`src/rtl/syscall_sequencer_pkg.sv`:
```
// syscall_sequencer_pkg: SYSCALL service codes and operand width shared with the decoder
package syscall_sequencer_pkg;
  localparam int SYS_OP_LENGTH = 32;
  typedef logic [SYS_OP_LENGTH-1:0] sys_op_t;
  localparam sys_op_t SYSCALL_PRINT_INT  = 32'd1;
  localparam sys_op_t SYSCALL_INPUT_INT  = 32'd5;
  localparam sys_op_t SYSCALL_EXIT       = 32'd10;
  localparam sys_op_t SYSCALL_PRINT_CHAR = 32'd11;
endpackage

```
`src/rtl/syscall_timeout_cnt.sv`:
```
// syscall_timeout_cnt: clearable cycle counter that flags expiry at LIMIT-1 and holds there
module syscall_timeout_cnt #(
  parameter int LIMIT = 1024
) (
  input  logic clk,
  input  logic rst,
  input  logic clr,
  input  logic en,
  output logic expired
);
  localparam int W = $clog2(LIMIT) + 1;
  logic [W-1:0] cnt;
  assign expired = cnt == W'(LIMIT - 1);
  always_ff @(posedge clk) begin
    if (rst || clr) cnt <= '0;
    else if (en && !expired) cnt <= cnt + 1'b1;
  end
endmodule

```
`src/rtl/syscall_sequencer.sv`:
```
// syscall_sequencer: multi-cycle SYSCALL console sequencer; SYSCALL_TIMEOUT_EN adds a transfer timeout.
module syscall_sequencer
  import syscall_sequencer_pkg::*;
#(
`ifdef SYSCALL_TIMEOUT_EN
  parameter int TIMEOUT_CYCLES = 1024,
`endif
  parameter int DATA_W   = 32,
  parameter int SYS_OP_W = SYS_OP_LENGTH
) (
  input  logic                clk,
  input  logic                rst,
  input  logic                syscall,
  input  logic [SYS_OP_W-1:0] sys_op,
  input  logic [DATA_W-1:0]   arg,
  output logic                stall,
  output logic                wb_en,
  output logic [DATA_W-1:0]   wb_data,
  output logic                exit,
  output logic                err,
  output logic                out_valid,
  output logic [DATA_W-1:0]   out_data,
  output logic                out_is_char,
  input  logic                out_ready,
  output logic                in_req,
  input  logic                in_valid,
  input  logic [DATA_W-1:0]   in_data
);
  typedef enum logic [2:0] {IDLE, OUT, IN, DONE, HALT} state_t;
  state_t state, nxt;
  logic trig, go_out, go_in, go_halt, bad_op, busy, tmo, rd_svc;
  assign trig    = state == IDLE && syscall;
  assign go_out  = trig && (sys_op == SYSCALL_PRINT_INT || sys_op == SYSCALL_PRINT_CHAR);
  assign go_in   = trig && sys_op == SYSCALL_INPUT_INT;
  assign go_halt = trig && sys_op == SYSCALL_EXIT;
  assign bad_op  = trig && !(go_out || go_in || go_halt);
  assign busy    = state == OUT || state == IN;
  assign stall   = (state == IDLE) ? (go_out || go_in || go_halt) : (state != DONE);
  assign wb_en   = state == DONE && rd_svc;
`ifdef SYSCALL_TIMEOUT_EN
  logic expired;
  syscall_timeout_cnt #(.LIMIT(TIMEOUT_CYCLES)) u_tmo (
    .clk(clk), .rst(rst), .clr(go_out || go_in), .en(busy), .expired(expired)
  );
  assign tmo = busy && expired;
`else
  assign tmo = 1'b0;
`endif
  always_comb begin
    nxt = state == IDLE ? (go_out ? OUT : go_in ? IN : go_halt ? HALT : IDLE)
        : state == OUT  ? ((out_valid && out_ready) || tmo ? DONE : OUT)
        : state == IN   ? (in_valid || tmo ? DONE : IN)
        : state == DONE ? IDLE : HALT;
  end
  always_ff @(posedge clk) begin
    if (rst) begin
      state       <= IDLE;
      out_valid   <= 1'b0;
      in_req      <= 1'b0;
      exit        <= 1'b0;
      err         <= 1'b0;
      rd_svc      <= 1'b0;
      out_is_char <= 1'b0;
      out_data    <= '0;
      wb_data     <= '0;
    end else begin
      state     <= nxt;
      out_valid <= nxt == OUT;
      in_req    <= nxt == IN;
      exit      <= nxt == HALT;
      err       <= err || bad_op || tmo;
      if (trig) rd_svc <= go_in;
      if (go_out) begin
        out_data    <= arg;
        out_is_char <= sys_op == SYSCALL_PRINT_CHAR;
      end
      // a real handshake wins over a same-cycle timeout
      if (state == IN && (in_valid || tmo)) wb_data <= in_valid ? in_data : '0;
    end
  end
endmodule

```
`config.mk`:
```
export PLATFORM = sky130hd
export DESIGN_NAME = syscall_sequencer
export DESIGN_NICKNAME = d
export VERILOG_FILES = /design/src/rtl/syscall_sequencer_pkg.sv /design/src/rtl/syscall_timeout_cnt.sv /design/src/rtl/syscall_sequencer.sv
export SDC_FILE = /design/constraint.sdc
export NUM_CORES = 1
export LEC_CHECK = 0
export ABC_AREA = 1
export ABC_CLOCK_PERIOD_IN_PS = 1400
export CAP_MARGIN = 10
export CORE_MARGIN = 5
export CORE_UTILIZATION = 39
export CTS_BUF_LIST = sky130_fd_sc_hd__clkbuf_2 sky130_fd_sc_hd__clkbuf_4 sky130_fd_sc_hd__clkbuf_8
export DETAILED_ROUTE_END_ITERATION = 6
export GPL_ROUTABILITY_DRIVEN = 0
export HOLD_SLACK_MARGIN = 0.05
export PLACE_DENSITY = 0.93
export SYNTH_ARGS = -nofsm -noshare
export SYNTH_HDL_FRONTEND = slang
export SYNTH_HIERARCHICAL = 1
export SYNTH_SLANG_ARGS = --single-unit
```
`constraint.sdc`:
```
create_clock -name clk -period 1.4 [get_ports clk]
set_input_delay 0.28 -clock clk [delete_from_list [all_inputs] [get_ports clk]]
set_output_delay 0.28 -clock clk [all_outputs]
set_load 0.005 [all_outputs]
```
# ---- Yosys cells after proc, flatten, opt, wreduce, memory -nomap -nowiden
# Cells that the tools add are included.
dict set report totals {
  ff_bits 73
  inputBits 101
  out_inout_bits 71
  elab_cells 45
}
dict set report classes {
  n_eq_ne 11
  n_mux 11
  reduce_logical 14
}
# op count
set ops {}
lappend ops {{$eq A32 B4 Y1 const B} 2}
lappend ops {{$eq A32 B1 Y1 const B} 1}
lappend ops {{$eq A32 B3 Y1 const B} 1}
lappend ops {{$mux W32} 1}
lappend ops {{$mux W3} 7}
lappend ops {{$eq A3 B2 Y1 const B} 3}
lappend ops {{$logic_and A1 B1 Y1} 8}
lappend ops {{$eq A3 B1 Y1 const B} 2}
lappend ops {{$logic_or A1 B1 Y1} 4}
lappend ops {{$eq A3 B3 Y1 const B} 1}
lappend ops {{$logic_not A3 Y1} 1}
lappend ops {{$ne A3 B2 Y1 const B} 1}
lappend ops {{$mux W1} 2}
lappend ops {{$mux W2} 1}
lappend ops {{$logic_not A1 Y1} 1}

# ---- Depth between registers and ports, before layout
dict set report depth {
  ltp_word 8
  depth_mapped 12
}

# ---- Least setup slack after synthesis
# Ideal clock, no wire load.
dict set report synth_path {
  path_type {in2out}
  startpoint {input sys_op[11]}
  endpoint {output stall}
  arrival_time_ns 1.098
  t_required_ns 1.120
  path_slack_ns 0.022
  path_stages 7
  n_path_buf 0
  path_cell_list {nor2_1 -> nand2_1 -> nor2_4 -> nand2_1 -> nor2_1 -> o21ai_0 -> a31oi_1}
}
dict set report synth_via {
  elab_chain_len 6
}
# item line
set synth_lines {}
lappend synth_lines {{start, declared} syscall_sequencer.sv:14} ;# input logic [SYS_OP_W-1:0] sys_op,
lappend synth_lines {{$eq A32 B1 Y1 / $eq A32 B4 Y1 (equally long branches)} syscall_sequencer.sv:33} ;# assign go_out = trig && (sys_op == SYSCALL_PRINT_INT || sys_op == SYSCALL_PRINT_CHAR);
lappend synth_lines {{$logic_or A1 B1 Y1} syscall_sequencer.sv:33}
lappend synth_lines {{$logic_and A1 B1 Y1} syscall_sequencer.sv:33}
lappend synth_lines {{$logic_or A1 B1 Y1} syscall_sequencer.sv:38} ;# assign stall = (state == IDLE) ? (go_out || go_in || go_halt) : (state != DONE);
lappend synth_lines {{$logic_or A1 B1 Y1 *} syscall_sequencer.sv:38}
lappend synth_lines {{$mux W1 *} syscall_sequencer.sv:38}
lappend synth_lines {{end, declared} syscall_sequencer.sv:16} ;# output logic stall,
# Every way passes the cells marked *; elsewhere a longest branch is shown, timed or not.

# ---- Final worst setup path
dict set report layout_path {
  startpoint {register state[0]}
  endpoint {output stall}
}
dict set report layout_via {
  elab_chain_len 6
}
# item line
set layout_lines {}
lappend layout_lines {{start, declared} syscall_sequencer.sv:30} ;# state_t state, nxt;
lappend layout_lines {{start signal, assigned} syscall_sequencer.sv:67} ;# state <= nxt;
lappend layout_lines {{$logic_not A3 Y1} {syscall_sequencer.sv:32, syscall_sequencer.sv:38}}
lappend layout_lines {{$logic_and A1 B1 Y1} syscall_sequencer.sv:32} ;# assign trig = state == IDLE && syscall;
lappend layout_lines {{$logic_and A1 B1 Y1 (on tied branches)} {syscall_sequencer.sv:33, syscall_sequencer.sv:34}}
lappend layout_lines {{$logic_or A1 B1 Y1 (2 in series)} syscall_sequencer.sv:38}
lappend layout_lines {{$mux W1 *} syscall_sequencer.sv:38}
# Marks and branches as above.

==> results_tabular.tex <==
\begin{tabular}{lr}
\hline
Metric & Value \\
\hline
\multicolumn{2}{l}{\textbf{Yosys}} \\
Number of flops mapped to enable cells by yosys & 0 \\
Fraction of registers with async set or reset after synthesis & 0 \\
Sequential cell area fraction in the yosys report & 0.5089 \\
Number of instances in the synthesized netlist & 374 \\
Syn Nets & 475 \\
Dominant register cell in the synthesized netlist & sky130\_fd\_sc\_hd\_\_dfxtp\_1 \\
Post-synthesis instance area & 0.002872 mm² \\
Yosys reg bits & 73 \\
Warnings, synthesis & 6 \\
Number of distinct library cells after synthesis & 27 \\
Avg Synthesized Cell Area & 7.678 µm² \\
\multicolumn{2}{l}{\textbf{Place}} \\
Setup slack at placement & -1.044 ns \\
Total of buffers placed on input and output ports & 171 \\
Cell area after placement & 0.004742 mm² \\
DP Wirelength & 7.166 mm \\
Cell count after placement & 646 \\
\multicolumn{2}{l}{\textbf{Cells and area}} \\
Share of final-layout standard cells stronger than drive strength 1 & 0.3114 \\
Fin util & 0.7948 \\
Final instance count without filler cells & 693 \\
Post-layout instance area & 0.005734 mm² \\
\# diodes & 0 \\
Layout Area Growth over Synthesis & 99.70\% \\
Top flop regs & out\_data x32, wb\_data x32, state x3 \\
Filler Cells Inserted & 474 \\
\# nets final & 691 \\
\multicolumn{2}{l}{\textbf{CTS}} \\
Clk Latency, worst-skew pair & 0.33 ns \\
Clock tree from TritonCTS & done \\
Clock transition at path regs & 0.08 ns \\
CTS Sinks & 73 \\
Clock root buffer & sky130\_fd\_sc\_hd\_\_clkbuf\_8 \\
Number of buffers on the longest clock path & 2 \\
Clock buffer count from CTS & 9 \\
H-Tree Depth & 3 \\
\multicolumn{2}{l}{\textbf{Power}} \\
Switching Power & 0.9469 mW \\
Net switching fraction of the power & 0.2273 \\
Leak pwr & 2.562 nW \\
Reg power frac & 0.499 \\
Internal power & 3.218 mW \\
Share of power burned in combinational logic & 0.107 \\
Worst vdd rail ir drop & 0.8509 mV \\
Proportion of power drawn by the clock network & 0.395 \\
Power per Cell Area & 726.4 mW/mm² \\
\multicolumn{2}{l}{\textbf{Worst setup path}} \\
Element type at the critical path end & output port \\
List of cells traversed by the critical path & nor2\_4 -> nand3\_4 -> nor2\_2 -> o21ai\_2 -> a31oi\_1 -> buf\_2 \\
CP max stage delay & 0.35 ns \\
Crit Path Max Fanout & 4 \\
Cell with the biggest individual delay on the critical path & sky130\_fd\_sc\_hd\_\_dfxtp\_2 \\
Arrival time of data at the critical path endpoint & 1.53 ns \\
Class of the most critical setup path & reg2out \\
Data required time at the worst endpoint & 1.12 ns \\
Startpoint type of the worst setup path & flip-flop \\
\multicolumn{2}{l}{\textbf{Timing}} \\
Total Neg Setup Slack & -10.09 ns \\
Maximum clock frequency & 551.3 MHz \\
Transition time of the tightest slew-check pin & 0.2701 ns \\
Post-route clock period utilization & 1.296 \\
Unrepaired setup endpoints after global routing & yes \\
Final-report max-slew violation count & 0 \\
Min cycle time layout & 1.814 ns \\
Max-slew headroom at the worst pin & 0.8189 \\
Total of endpoints with negative setup slack in the final report & 67 \\
Worst Setup Slack, final & -0.4141 ns \\
Clock Skew & 0.006709 ns \\
Final hold violation count & 0 \\
\multicolumn{2}{l}{\textbf{Route}} \\
Vias & 3444 \\
Initial detailed-routing violation count & 57 \\
Number of nets still failing antenna checks after routing & 0 \\
Average wire length per cell after detail routing & 17.44 µm \\
Drc violations & 0 \\
Length of the first detailed-routing pass in iterations & 5 \\
Post-Route WL & 12.09 mm \\
Per-cell via count in the routed design & 4.970 \\
\multicolumn{2}{l}{\textbf{Floorplanning}} \\
Initial Utilization & 0.3980 \\
Die area & 0.009179 mm² \\
CORE AREA & 0.007214 mm² \\
Chip height & 95.81 µm \\
Die W & 95.81 µm \\
Number of rows in the core area & 31 \\
I/O pin cnt & 172 \\
\multicolumn{2}{l}{\textbf{Worst hold path}} \\
Worst min-delay path class & reg2reg \\
\multicolumn{2}{l}{\textbf{GRT}} \\
Overall global routing resource usage & 0.2280 \\
Remaining global-route overflow & 0 \\
Number of global-route vias before repair & 3422 \\
Antenna violations before repair & 0 \\
Maximum number of pins on one net before global-route repair & 41 \\
First-pass GRT wire length & 16.07 mm \\
\multicolumn{2}{l}{\textbf{Flow run}} \\
Max-capacitance violation count & 0 \\
\multicolumn{2}{l}{\textbf{Outcome}} \\
Failing checks & setup timing \\
Result of the run & finished, violations left \\
\hline
\end{tabular}
## cell families (layout without fill, tap and decap cells)
| kind of cell | after synthesis | after routing | synth area share |
|---|---|---|---|
| AOI/OAI and AO/OA | 74 | 74 | 0.1298 |
| DFF | 73 | 73 | 0.5089 |
| and+or+nand+nor | 192 | 198 | 0.2863 |
| buffers and inverters | 35 | 249 | 0.07494 |
## power by group through the flow
stage | Clock (mW) | Combinational [mW] | Sequential, mW
final | 1.64 | 0.445 | 2.08
after global routing | 1.77 | 0.474 | 2.08
after CTS | 1.65 | 0.406 | 2.08
after detailed placement | 0 | 0.415 | 2.13
after global placement | 0 | 0.406 | 2.13
after floorplan | 0 | 0.0953 | 2.13
## path summary, 6_finish.rpt
path                       startpoint                        end  slack (ns)  cells past startpoint
setup / recovery  state[0]$_SDFF_PP0_                      stall       -0.41                      6
hold / removal         err$_SDFF_PP0_             err$_SDFF_PP0_        0.47                      2
setup reg to reg  state[0]$_SDFF_PP0_  out_data[13]$_SDFFE_PP0P_       -0.32                     10
hold reg to reg        err$_SDFF_PP0_             err$_SDFF_PP0_        0.47                      2
## what timing repair did
action,4_1_cts,5_1_grt
resized for setup,194,116
hold buffers,0,0
gates cloned,9,5
endpoints found under the setup margin,143,74
pin swaps,61,20
setup buffers,13,6
## placed cells by master (no fill, tap or decap), types with 11 or more instances in the layout
cell                              netlist  layout
sky130_fd_sc_hd__buf_4                  0      24
sky130_fd_sc_hd__clkdlybuf4s15_1        0      11
sky130_fd_sc_hd__clkdlybuf4s50_1        0      68
sky130_fd_sc_hd__dfxtp_1               73      58
sky130_fd_sc_hd__dfxtp_2                0      15
sky130_fd_sc_hd__dlygate4sd2_1          0      90
sky130_fd_sc_hd__nand2_1               19      12
sky130_fd_sc_hd__nor2_1               149     114
sky130_fd_sc_hd__nor2_2                 4      24
sky130_fd_sc_hd__nor2_4                 4      19
sky130_fd_sc_hd__o21ai_1               22      37
sky130_fd_sc_hd__o21ai_2                0      25
## area by class of cell
class,count,area [µm²],area share
timing repair buffer,215,2123,0.3703
multi-input combinational,272,1673,0.2917
sequential,73,1480,0.2581
clock buffer,10,137.6,0.02400
tap,99,123.9,0.02160
inverter,16,91.34,0.01593
clock inverter,5,56.30,0.009819
timing repair inverter,3,48.80,0.008510
## metrics by stage
stage | hold WS (ns) | power [mW]
floorplan | 0.4253 | 2.222
global placement | 0.4448 | 2.532
detailed placement | 0.4505 | 2.541
CTS | 0.4644 | 4.131
global route | 0.4816 | 4.324
finish | 0.4670 | 4.165
## routing by layer
| layer | GRT usage | up-vias | part of all wire |
|---|---|---|---|
| met5 | 0 | - | 0 |
| met4 | 0.1114 | 0 | 0.031 |
| met3 | 0.07584 | 32 | 0.073 |
| met2 | 0.4215 | 156 | 0.54 |
| met1 | 0.2267 | 1627 | 0.35 |
| li1 | - | 1629 | - |
## cell usage after synthesis (7+ instances only)
cell type / instances / area, µm²
sky130_fd_sc_hd__nor2_1: 149 / 559.3
sky130_fd_sc_hd__dfxtp_1: 73 / 1461
sky130_fd_sc_hd__o21ai_0: 43 / 215.2
sky130_fd_sc_hd__o21ai_1: 22 / 110.1
sky130_fd_sc_hd__nand2_1: 19 / 71.32
sky130_fd_sc_hd__inv_1: 11 / 41.29
sky130_fd_sc_hd__clkbuf_1: 9 / 33.78
sky130_fd_sc_hd__a21oi_1: 7 / 35.03
## critical path: cells and delay by family, from the launching register on
family / cells / cell delay, ns
flip-flops: 1 / 0.35
AND/OR/NAND/NOR: 3 / 0.42
AO/OA/AOI/OAI: 2 / 0.29
buffers and inverters: 1 / 0.15
(Power assumes the default switching activity.)
